<file path="src/rtl/conv_sched_if.sv">
// Source-bank, BCD-converter and character-buffer signals of the scheduler.
// master: the scheduler side; slave: the source, converter and buffer side.
interface conv_sched_if #(
    parameter int WORDW = 10,
    parameter int ADDRW = 10
);
    logic             src_rd;
    logic [7:0]       src_addr;
    logic [WORDW-1:0] src_data;
    logic [9:0]       bcd_bin;
    logic [11:0]      bcd_dec;
    logic             buf_wr;
    logic [ADDRW-1:0] buf_addr;
    logic [3:0]       buf_data;
    logic             buf_ready;

    modport master (
        output src_rd, src_addr, bcd_bin, buf_wr, buf_addr, buf_data,
        input  src_data, bcd_dec, buf_ready
    );

    modport slave (
        input  src_rd, src_addr, bcd_bin, buf_wr, buf_addr, buf_data,
        output src_data, bcd_dec, buf_ready
    );
endinterface

</file>
<file path="src/rtl/conv_sched.sv">
// Frame scheduler: on a vsync rising edge, converts L source words to
// blanked/saturated digit codes and writes them into the character buffer.
// Ports: clk, RST (sync, active-high), vsync; bus (conv_sched_if.master:
// source read, BCD converter, buffer write); busy, done, overrun status.
module conv_sched #(
    parameter int L     = 10,
    parameter int WORDW = 10,
    parameter int HCHAR = 50,
    parameter int VCHAR = 18,
    parameter int ADDRW = 10
) (
    input  logic          clk,
    input  logic          RST,
    input  logic          vsync,
    conv_sched_if.master  bus,
    output logic          busy,
    output logic          done,
    output logic          overrun
);
    localparam int WPR = HCHAR / 4;
    localparam logic [ADDRW-1:0] WPR_M1 = ADDRW'(WPR - 1);
    localparam logic [ADDRW-1:0] ROW_M1 = ADDRW'(VCHAR - 1);
    localparam logic [ADDRW-1:0] HCW    = ADDRW'(HCHAR);
    localparam logic [ADDRW-1:0] ONE    = ADDRW'(1);
    localparam logic [7:0]       KLAST  = 8'(L - 1);

    typedef enum logic [2:0] {
        IDLE, RD, LAT, W2, W1, W0, WSP, DONE
    } state_t;

    state_t           state_q, state_d;
    logic             vsync_q;
    logic [7:0]       k_q;
    logic [ADDRW-1:0] wc_q, row_q, row_base_q, ptr_q;
    logic [3:0]       d2_q, d1_q, d0_q;
    logic             ovr_q;

    logic       start, wr_st, acc, sat;
    logic [3:0] h, t, u;

    assign start = vsync && !vsync_q;
    assign wr_st = (state_q == W2) || (state_q == W1) ||
                   (state_q == W0) || (state_q == WSP);
    assign acc   = wr_st && bus.buf_ready;

    assign h   = bus.bcd_dec[11:8];
    assign t   = bus.bcd_dec[7:4];
    assign u   = bus.bcd_dec[3:0];
    assign sat = int'(bus.src_data) > 999;

    always_ff @(posedge clk) begin
        if (RST) state_q <= IDLE;
        else     state_q <= state_d;
    end

    always_comb begin
        state_d = state_q;
        case (state_q)
            IDLE: if (start) state_d = RD;
            RD:   state_d = LAT;
            LAT:  state_d = W2;
            W2:   if (acc) state_d = W1;
            W1:   if (acc) state_d = W0;
            W0:   if (acc) state_d = WSP;
            WSP:  if (acc) state_d = (k_q == KLAST) ? DONE : RD;
            DONE: state_d = IDLE;
            default: state_d = IDLE;
        endcase
    end

    always_ff @(posedge clk) begin
        if (RST) begin
            vsync_q    <= 1'b1;
            k_q        <= '0;
            wc_q       <= '0;
            row_q      <= '0;
            row_base_q <= '0;
            ptr_q      <= '0;
            d2_q       <= '0;
            d1_q       <= '0;
            d0_q       <= '0;
            ovr_q      <= 1'b0;
        end else begin
            vsync_q <= vsync;
            if (start && state_q != IDLE) ovr_q <= 1'b1;
            case (state_q)
                IDLE: if (start) begin
                    k_q        <= '0;
                    wc_q       <= '0;
                    row_q      <= '0;
                    row_base_q <= '0;
                    ptr_q      <= '0;
                end
                LAT: begin
                    d2_q <= sat ? 4'hE : (h == 4'd0 ? 4'hF : h);
                    d1_q <= sat ? 4'hE :
                            ((h == 4'd0 && t == 4'd0) ? 4'hF : t);
                    d0_q <= sat ? 4'hE : u;
                end
                W2, W1, W0: if (acc) ptr_q <= ptr_q + ONE;
                WSP: if (acc) begin
                    if (k_q != KLAST) k_q <= k_q + 8'd1;
                    // End of a row jumps to the next row base; the last
                    // row wraps back to the top and overwrites old words.
                    if (wc_q == WPR_M1) begin
                        wc_q <= '0;
                        if (row_q == ROW_M1) begin
                            row_q      <= '0;
                            row_base_q <= '0;
                            ptr_q      <= '0;
                        end else begin
                            row_q      <= row_q + ONE;
                            row_base_q <= row_base_q + HCW;
                            ptr_q      <= row_base_q + HCW;
                        end
                    end else begin
                        wc_q  <= wc_q + ONE;
                        ptr_q <= ptr_q + ONE;
                    end
                end
                default: ;
            endcase
        end
    end

    always_comb begin
        bus.buf_data = 4'h0;
        unique case (1'b1)
            state_q == W2:  bus.buf_data = d2_q;
            state_q == W1:  bus.buf_data = d1_q;
            state_q == W0:  bus.buf_data = d0_q;
            state_q == WSP: bus.buf_data = 4'hF;
            default:        bus.buf_data = 4'h0;
        endcase
    end

    assign bus.src_rd   = state_q == RD;
    assign bus.src_addr = k_q;
    assign bus.bcd_bin  = 10'(bus.src_data);
    assign bus.buf_wr   = wr_st;
    assign bus.buf_addr = ptr_q;
    assign busy         = state_q != IDLE;
    assign done         = state_q == DONE;
    assign overrun      = ovr_q;
endmodule

</file>
<file path="src/flat_wrapper.sv">
// flat-port wrapper written by rule: the top's interface ports become plain ports
module conv_sched_flat 
#(
    parameter int L     = 10,
    parameter int WORDW = 10,
    parameter int HCHAR = 50,
    parameter int VCHAR = 18,
    parameter int ADDRW = 10
)
  (clk, RST, vsync, busy, done, overrun, bus_src_rd, bus_src_addr, bus_bcd_bin, bus_buf_wr, bus_buf_addr, bus_buf_data, bus_src_data, bus_bcd_dec, bus_buf_ready);
  conv_sched_if #(.WORDW(WORDW), .ADDRW(ADDRW)) bus_i ();
  input  logic clk;
  input  logic RST;
  input  logic vsync;
  output logic busy;
  output logic done;
  output logic overrun;
  output wire logic [$bits(bus_i.src_rd)-1:0] bus_src_rd;
  output wire logic [$bits(bus_i.src_addr)-1:0] bus_src_addr;
  output wire logic [$bits(bus_i.bcd_bin)-1:0] bus_bcd_bin;
  output wire logic [$bits(bus_i.buf_wr)-1:0] bus_buf_wr;
  output wire logic [$bits(bus_i.buf_addr)-1:0] bus_buf_addr;
  output wire logic [$bits(bus_i.buf_data)-1:0] bus_buf_data;
  input wire logic [$bits(bus_i.src_data)-1:0] bus_src_data;
  input wire logic [$bits(bus_i.bcd_dec)-1:0] bus_bcd_dec;
  input wire logic [$bits(bus_i.buf_ready)-1:0] bus_buf_ready;
  assign bus_src_rd = bus_i.src_rd;
  assign bus_src_addr = bus_i.src_addr;
  assign bus_bcd_bin = bus_i.bcd_bin;
  assign bus_buf_wr = bus_i.buf_wr;
  assign bus_buf_addr = bus_i.buf_addr;
  assign bus_buf_data = bus_i.buf_data;
  assign bus_i.src_data = bus_src_data;
  assign bus_i.bcd_dec = bus_bcd_dec;
  assign bus_i.buf_ready = bus_buf_ready;
  conv_sched #(.L(L), .WORDW(WORDW), .HCHAR(HCHAR), .VCHAR(VCHAR), .ADDRW(ADDRW)) u_core (.clk(clk), .RST(RST), .vsync(vsync), .bus(bus_i), .busy(busy), .done(done), .overrun(overrun));
endmodule
</file>
<file path="config.mk">
export PLATFORM = sky130hd
export DESIGN_NAME = conv_sched_flat
export DESIGN_NICKNAME = d
export VERILOG_FILES = /design/src/rtl/conv_sched_if.sv /design/src/rtl/conv_sched.sv /design/src/flat_wrapper.sv
export SDC_FILE = /design/constraint.sdc
export NUM_CORES = 1
export LEC_CHECK = 0
export CORE_MARGIN = 8
export CORE_UTILIZATION = 40
export DETAILED_ROUTE_END_ITERATION = 7
export GPL_TIMING_DRIVEN = 0
export PLACE_DENSITY = 0.72
export SLEW_MARGIN = 20
export SYNTH_ARGS = -nofsm -noshare
export SYNTH_HDL_FRONTEND = slang
export SYNTH_SLANG_ARGS = --single-unit
</file>
<file path="constraint.sdc">
create_clock -name clk -period 2.8 [get_ports clk]
set_clock_uncertainty 0.15 [all_clocks]
set_input_delay 0.28 -clock clk [delete_from_list [all_inputs] [get_ports clk]]
set_output_delay 0.28 -clock clk [all_outputs]
set_load 0.02 [all_outputs]
</file>
After elaboration in Yosys (flattened, before gate mapping)
Index checks and enable logic that the tools add are counted.
{"block": "classes", "n_addsub": 5, "magnitude_cmp": 1, "eq_ne": 19, "muxes": 33, "reduce_logical": 20}
{"operator": "$mux W10", "count": 12}
{"operator": "$pmux W10 S2", "count": 3}
{"operator": "$add A10 B1 Y10 const B", "count": 3}
{"operator": "$pmux W10 S3", "count": 1}
{"operator": "$mux W8", "count": 3}
{"operator": "$pmux W3 S8", "count": 1}
{"operator": "$mux W4", "count": 5}
{"operator": "$mux W3", "count": 6}
{"operator": "$pmux W4 S4", "count": 1}
{"operator": "$pmux W8 S2", "count": 1}
{"operator": "$eq A3 B3 Y1 const B", "count": 4}
{"operator": "$ne A2 B1 Y1 const B", "count": 6}
{"operator": "$reduce_and A4 Y1", "count": 3}
{"operator": "$add A10 B6 Y10 const B", "count": 1}
{"operator": "$eq A10 B4 Y1 const B", "count": 1}
{"operator": "$eq A10 B5 Y1 const B", "count": 1}
{"operator": "$gt A10 B10 Y1 const B", "count": 1}
{"operator": "$add A8 B1 Y8 const B", "count": 1}
{"operator": "$eq A8 B4 Y1 const B", "count": 1}
{"operator": "$logic_not A4 Y1", "count": 2}
{"operator": "$ne A8 B4 Y1 const B", "count": 1}
{"operator": "$eq A3 B2 Y1 const B", "count": 2}
{"operator": "$reduce_bool A3 Y1", "count": 2}
{"operator": "$reduce_and A5 Y1", "count": 1}
{"operator": "9 further kinds", "count": 15}
{"block": "word_totals", "ff_bits": 65, "in_bits": 26}

Logic depth before layout (Yosys ltp)
{"block": "depth", "depth_word": 7, "mapped_depth": 9}

Least setup slack after synthesis
Ideal clock, no wire load.
{"block": "synth_timing", "path_kind": "reg2reg", "from": "register u_core.wc_q[4]", "to": "register u_core.row_q[9]", "setup_time_ns": 0.130, "t_arrival_ns": 2.055, "required_time_ns": 2.520, "setup_slack_ns": 0.465, "stages_incl_launch_ff": 9, "n_path_buf": 3, "path_cell_list": "dfxtp_1 -> or4_4 -> or3_1 -> buf_2 -> a21o_1 -> clkbuf_1 -> clkbuf_1 -> a21oi_1 -> o22ai_1"}
{"block": "synth_via", "elab_chain_len": 3}
{"item": "start, declared", "line_no": "conv_sched.sv:34", "rtl": "logic [ADDRW-1:0] wc_q, row_q, row_base_q, ptr_q;"}
{"item": "start signal, assigned", "line_no": "conv_sched.sv:117", "rtl": "wc_q <= wc_q + ONE;"}
{"item": "$eq A10 B4 Y1", "line_no": "conv_sched.sv:105", "rtl": "if (wc_q == WPR_M1) begin"}
{"item": "$ne A2 B2 Y1 (no line)"}
{"item": "$reduce_and A4 Y1 (no line)"}
{"item": "end signal, assigned", "line_no": "conv_sched.sv:112", "rtl": "row_q <= row_q + ONE;"}
{"item": "end, declared", "line_no": "conv_sched.sv:34"}
Every way passes these cells.
A chain may end at the register's enable or synchronous reset.

Final worst setup path
{"block": "layout_timing", "from": "register u_core.wc_q[3]", "to": "register u_core.row_q[9]"}
The elaborated chain is that of the path after synthesis.

==> results.py <==
metrics = {
    "detailed_routing": {
        "wl_met3_um": 634,
        "wl_met2_mm": 4.137,
        "wl_mm": 9.062,
        "routedWlPerCell_um": 14.52,
        "met1Wirelength_mm": 4.215,
        "topRoutingLayerUsed": "met4",
        "via_per_inst": 5.490,
        "final_antenna_net_count": 0,
        "drtIter0Drc": 151,
        "drcViolationCount": 0,
        "drtPass1Iterations": 4,
        "vias": 3426,
    },
    "worst_setup_path": {
        "cp-start-kind": "flip-flop",
        "critical_path_class": "reg -> reg",
        "cp_slowest_cell": "or3b_1",
        "rrSetupSlack_ns": 0.17,
        "r2r_end": "u_core.row_q[9]$_SDFFE_PP0P_",
        "cp.required_ns": 2.85,
        "rr_worst_depth": 8,
        "crit_family": "simple AND/OR/NAND/NOR gates",
        "endpoint_kind": "flip-flop",
        "path_cells": "or3b_1, or3_1, buf_2, a21o_1, clkbuf_1, clkbuf_2, a21oi_1, o22ai_1",
        "worstReg2RegStart": "u_core.wc_q[3]$_SDFFE_PP0P_",
        "cp.depth": 8,
        "cp_slowest_stage_delay_ns": 0.44,
        "critPathBufInv": 3,
        "cp_max_fo": 10,
        "cp_data_arrival_time_ns": 2.68,
    },
    "clock_tree": {
        "clk_pin_slew_ns": 0.07,
        "cts.sinks": 65,
        "cts_tree": "built",
        "cts_buffers": 9,
        "h-tree-depth": 3,
        "clk_latency_ns": 0.34,
        "root_buffer": "clkbuf_8",
        "post_cts_hold_buffer_count": 0,
        "clk_path_buf_depth": 2,
    },
    "global_route": {
        "grt_overflow": 0,
        "grtUsageTotal": 0.1564,
        "antenna_found_initial": 0,
        "grt_pass1_vias": 3301,
        "grt_max_degree": 11,
        "grt_pass1_wl_mm": 15.31,
    },
    "floorplanning": {
        "rows": 34,
        "initial_core_util": 0.4081,
        "die_height_um": 109.6,
        "pin_count": 63,
        "die_w_um": 109.6,
        "die_area_um2": 12020,
        "coreArea_um2": 8593,
    },
    "sta": {
        "max_freq_mhz": 380.2,
        "worst_pin_slew_ns": 0.7154,
        "fin_worst_hold_slack_ns": 0.3011,
        "setup_violations": 0,
        "max-slew-margin-rel": 0.5231,
        "drv_slew": 0,
        "hold_viol_final": 0,
        "finalSetupTns_ns": 0,
        "rsz0062_at_grt": "false",
        "timing.final.crit_share": 0.9393,
        "period_needed_ns": 2.630,
    },
    "yosys": {
        "syn_inst": 448,
        "syn_area_um2": 3507,
        "synth-main-ff-cell": "dfxtp_1",
        "ys_seq_elements": 65,
        "synth_top_area_share": 0.3710,
        "synth_edf_count": 0,
        "synth_most_common_cell": "dfxtp_1",
        "seq_area_frac_synth": 0.3710,
        "async_flop_share": 0,
        "yosys.area.top_type": "dfxtp_1",
        "syn_nets": 481,
        "synth.distinct_cells": 46,
        "yosys_warnings": 0,
        "synth_area_leaders": "dfxtp_1 (37%), nor2_1 (5.8%), a21oi_1 (4.9%)",
        "yosys-top-cells-count": "dfxtp_1 (65), nor2_1 (54), nand2_1 (35), a21oi_1 (34), o21ai_0 (30)",
        "syn_avg_cell_area_um2": 7.828,
    },
    "flow_run": {
        "cap_violations": 0,
    },
    "layout": {
        "syn_to_final_growth_pct": 24.83,
        "fin_util": 0.5095,
        "antennaDiodeCount": 0,
        "drive_gt1_frac": 0.06783,
        "nets": 548,
    },
    "status": {
        "status": "finished, final reports clean",
    },
    "hold_path": {
        "hold_path_depth": 2,
        "min_to": "u_core.d1_q[0]$_SDFFE_PP0P_",
        "hp-start": "u_core.d1_q[0]$_SDFFE_PP0P_",
        "hold_class": "reg -> reg",
    },
    "place": {
        "dp_hpwl_mm": 6.744,
        "routabilityCongestion": 0.8316,
        "io_buffer_count": 58,
    },
    "power_and_ir_drop": {
        "ir_drop_uv": 272.4,
        "finalPower_mw": 1.973,
        "p_leak_nw": 1.535,
        "powerDensity_nw_per_um2": 450.8,
    },
}
## report_power, final
part / internal [mW] / total, mW / leakage (nW) / switching, mW
registers: 0.957 / 0.984 / 0.526 / 0.0270
logic: 0.133 / 0.302 / 0.926 / 0.169
clock network: 0.349 / 0.687 / 0.0830 / 0.339
## state kept, by name, indices dropped and copies added (netlist names)
register and cells:
u_core.wc_q 10, u_core.overrun 1, u_core.bus.src_addr 8, u_core.row_base_q 10, u_core.row_q 10, u_core.bus.buf_addr 10, u_core.d2_q 4, u_core.d1_q 4
u_core.vsync_q 1, u_core.d0_q 4, u_core.state_q 3
## cell usage in the layout, fill, tap and decap left out, types with 6 or more instances in the layout
cell / netlist / final
a211oi_1: 6 / 6
a21o_1: 6 / 6
a21oi_1: 34 / 34
a221oi_1: 6 / 6
buf_4: 10 / 10
clkbuf_1: 22 / 15
clkbuf_8: 0 / 11
clkdlybuf4s50_1: 0 / 58
dfxtp_1: 65 / 65
ha_1: 7 / 7
inv_1: 9 / 9
nand2_1: 35 / 35
nand2b_1: 12 / 12
nand3_1: 16 / 16
nand4_1: 8 / 8
nor2_1: 54 / 54
nor3_1: 25 / 25
o21ai_0: 30 / 30
or3_1: 8 / 8
or4_1: 9 / 9
xnor2_1: 13 / 13
xor2_1: 13 / 13
## worst min-delay path, stage by stage, from the launching register on
cell	delay [ns]
dfxtp_1	0.31
nand2_1	0.05
a21oi_1	0.05
## layer usage
| layer | vias to the layer above | GRT usage |
|---|---|---|
| met3 | 8 | 0.04631 |
| met5 | - | 0 |
| li1 | 1721 | - |
| met1 | 1618 | 0.1933 |
| met2 | 79 | 0.2567 |
| met4 | 0 | 0.04725 |
## cell type report
cell class	instances	area, um^2
clock inverters	1	5.005
inverters	9	33.78
fillers	825	4215
well taps	108	135.1
multi-input cells	340	2004
plain buffers	32	166.4
repair buffers	58	580.6
clock buffers	11	151.4
flip-flops and latches	65	1301
## per-stage QoR
stage / std cells / area (um^2) / setup WS, ns
final: 624 / 4378 / 0.1700
after CTS: 625 / 4378 / 0.07116
after floorplan: 448 / 3507 / 0.4651
after detailed placement: 614 / 4223 / -0.02781
after global placement: 614 / 4223 / 0.001241
after global routing: 624 / 4378 / 0.004510
## how the worst max path moves through the flow
stage | from | to
finish | u_core.wc_q[3]$_SDFFE_PP0P_ | u_core.row_q[9]$_SDFFE_PP0P_
global route | u_core.state_q[1]$_SDFFE_PP0P_ | bus_buf_data[3]
global placement | vsync | u_core.row_q[9]$_SDFFE_PP0P_
detailed placement | vsync | u_core.row_q[9]$_SDFFE_PP0P_
floorplan | u_core.wc_q[4]$_SDFFE_PP0P_ | u_core.row_q[9]$_SDFFE_PP0P_
CTS | u_core.state_q[1]$_SDFFE_PP0P_ | bus_buf_data[1]
## kinds of logic after synthesis
| kind of cell | Yosys count | synth area share |
|---|---|---|
| AO/OA/AOI/OAI | 104 | 0.1834 |
| XOR/XNOR | 26 | 0.06493 |
| adder cells (fa/ha/maj) | 7 | 0.02497 |
| buffers and inverters | 43 | 0.05744 |
| flip-flops | 65 | 0.3710 |
| multiplexers | 3 | 0.008563 |
| AND/OR/NAND/NOR | 200 | 0.2897 |
## what timing repair did
| action | 4_1_cts | 5_1_grt |
|---|---|---|
| hold endpoints to repair | 0 | 0 |
| setup buffers | 0 | 0 |
| endpoints found under the setup margin | 5 | 10 |
| gates resized for setup | 2 | 6 |
Note: power is estimated with default switching activity, not from simulation.
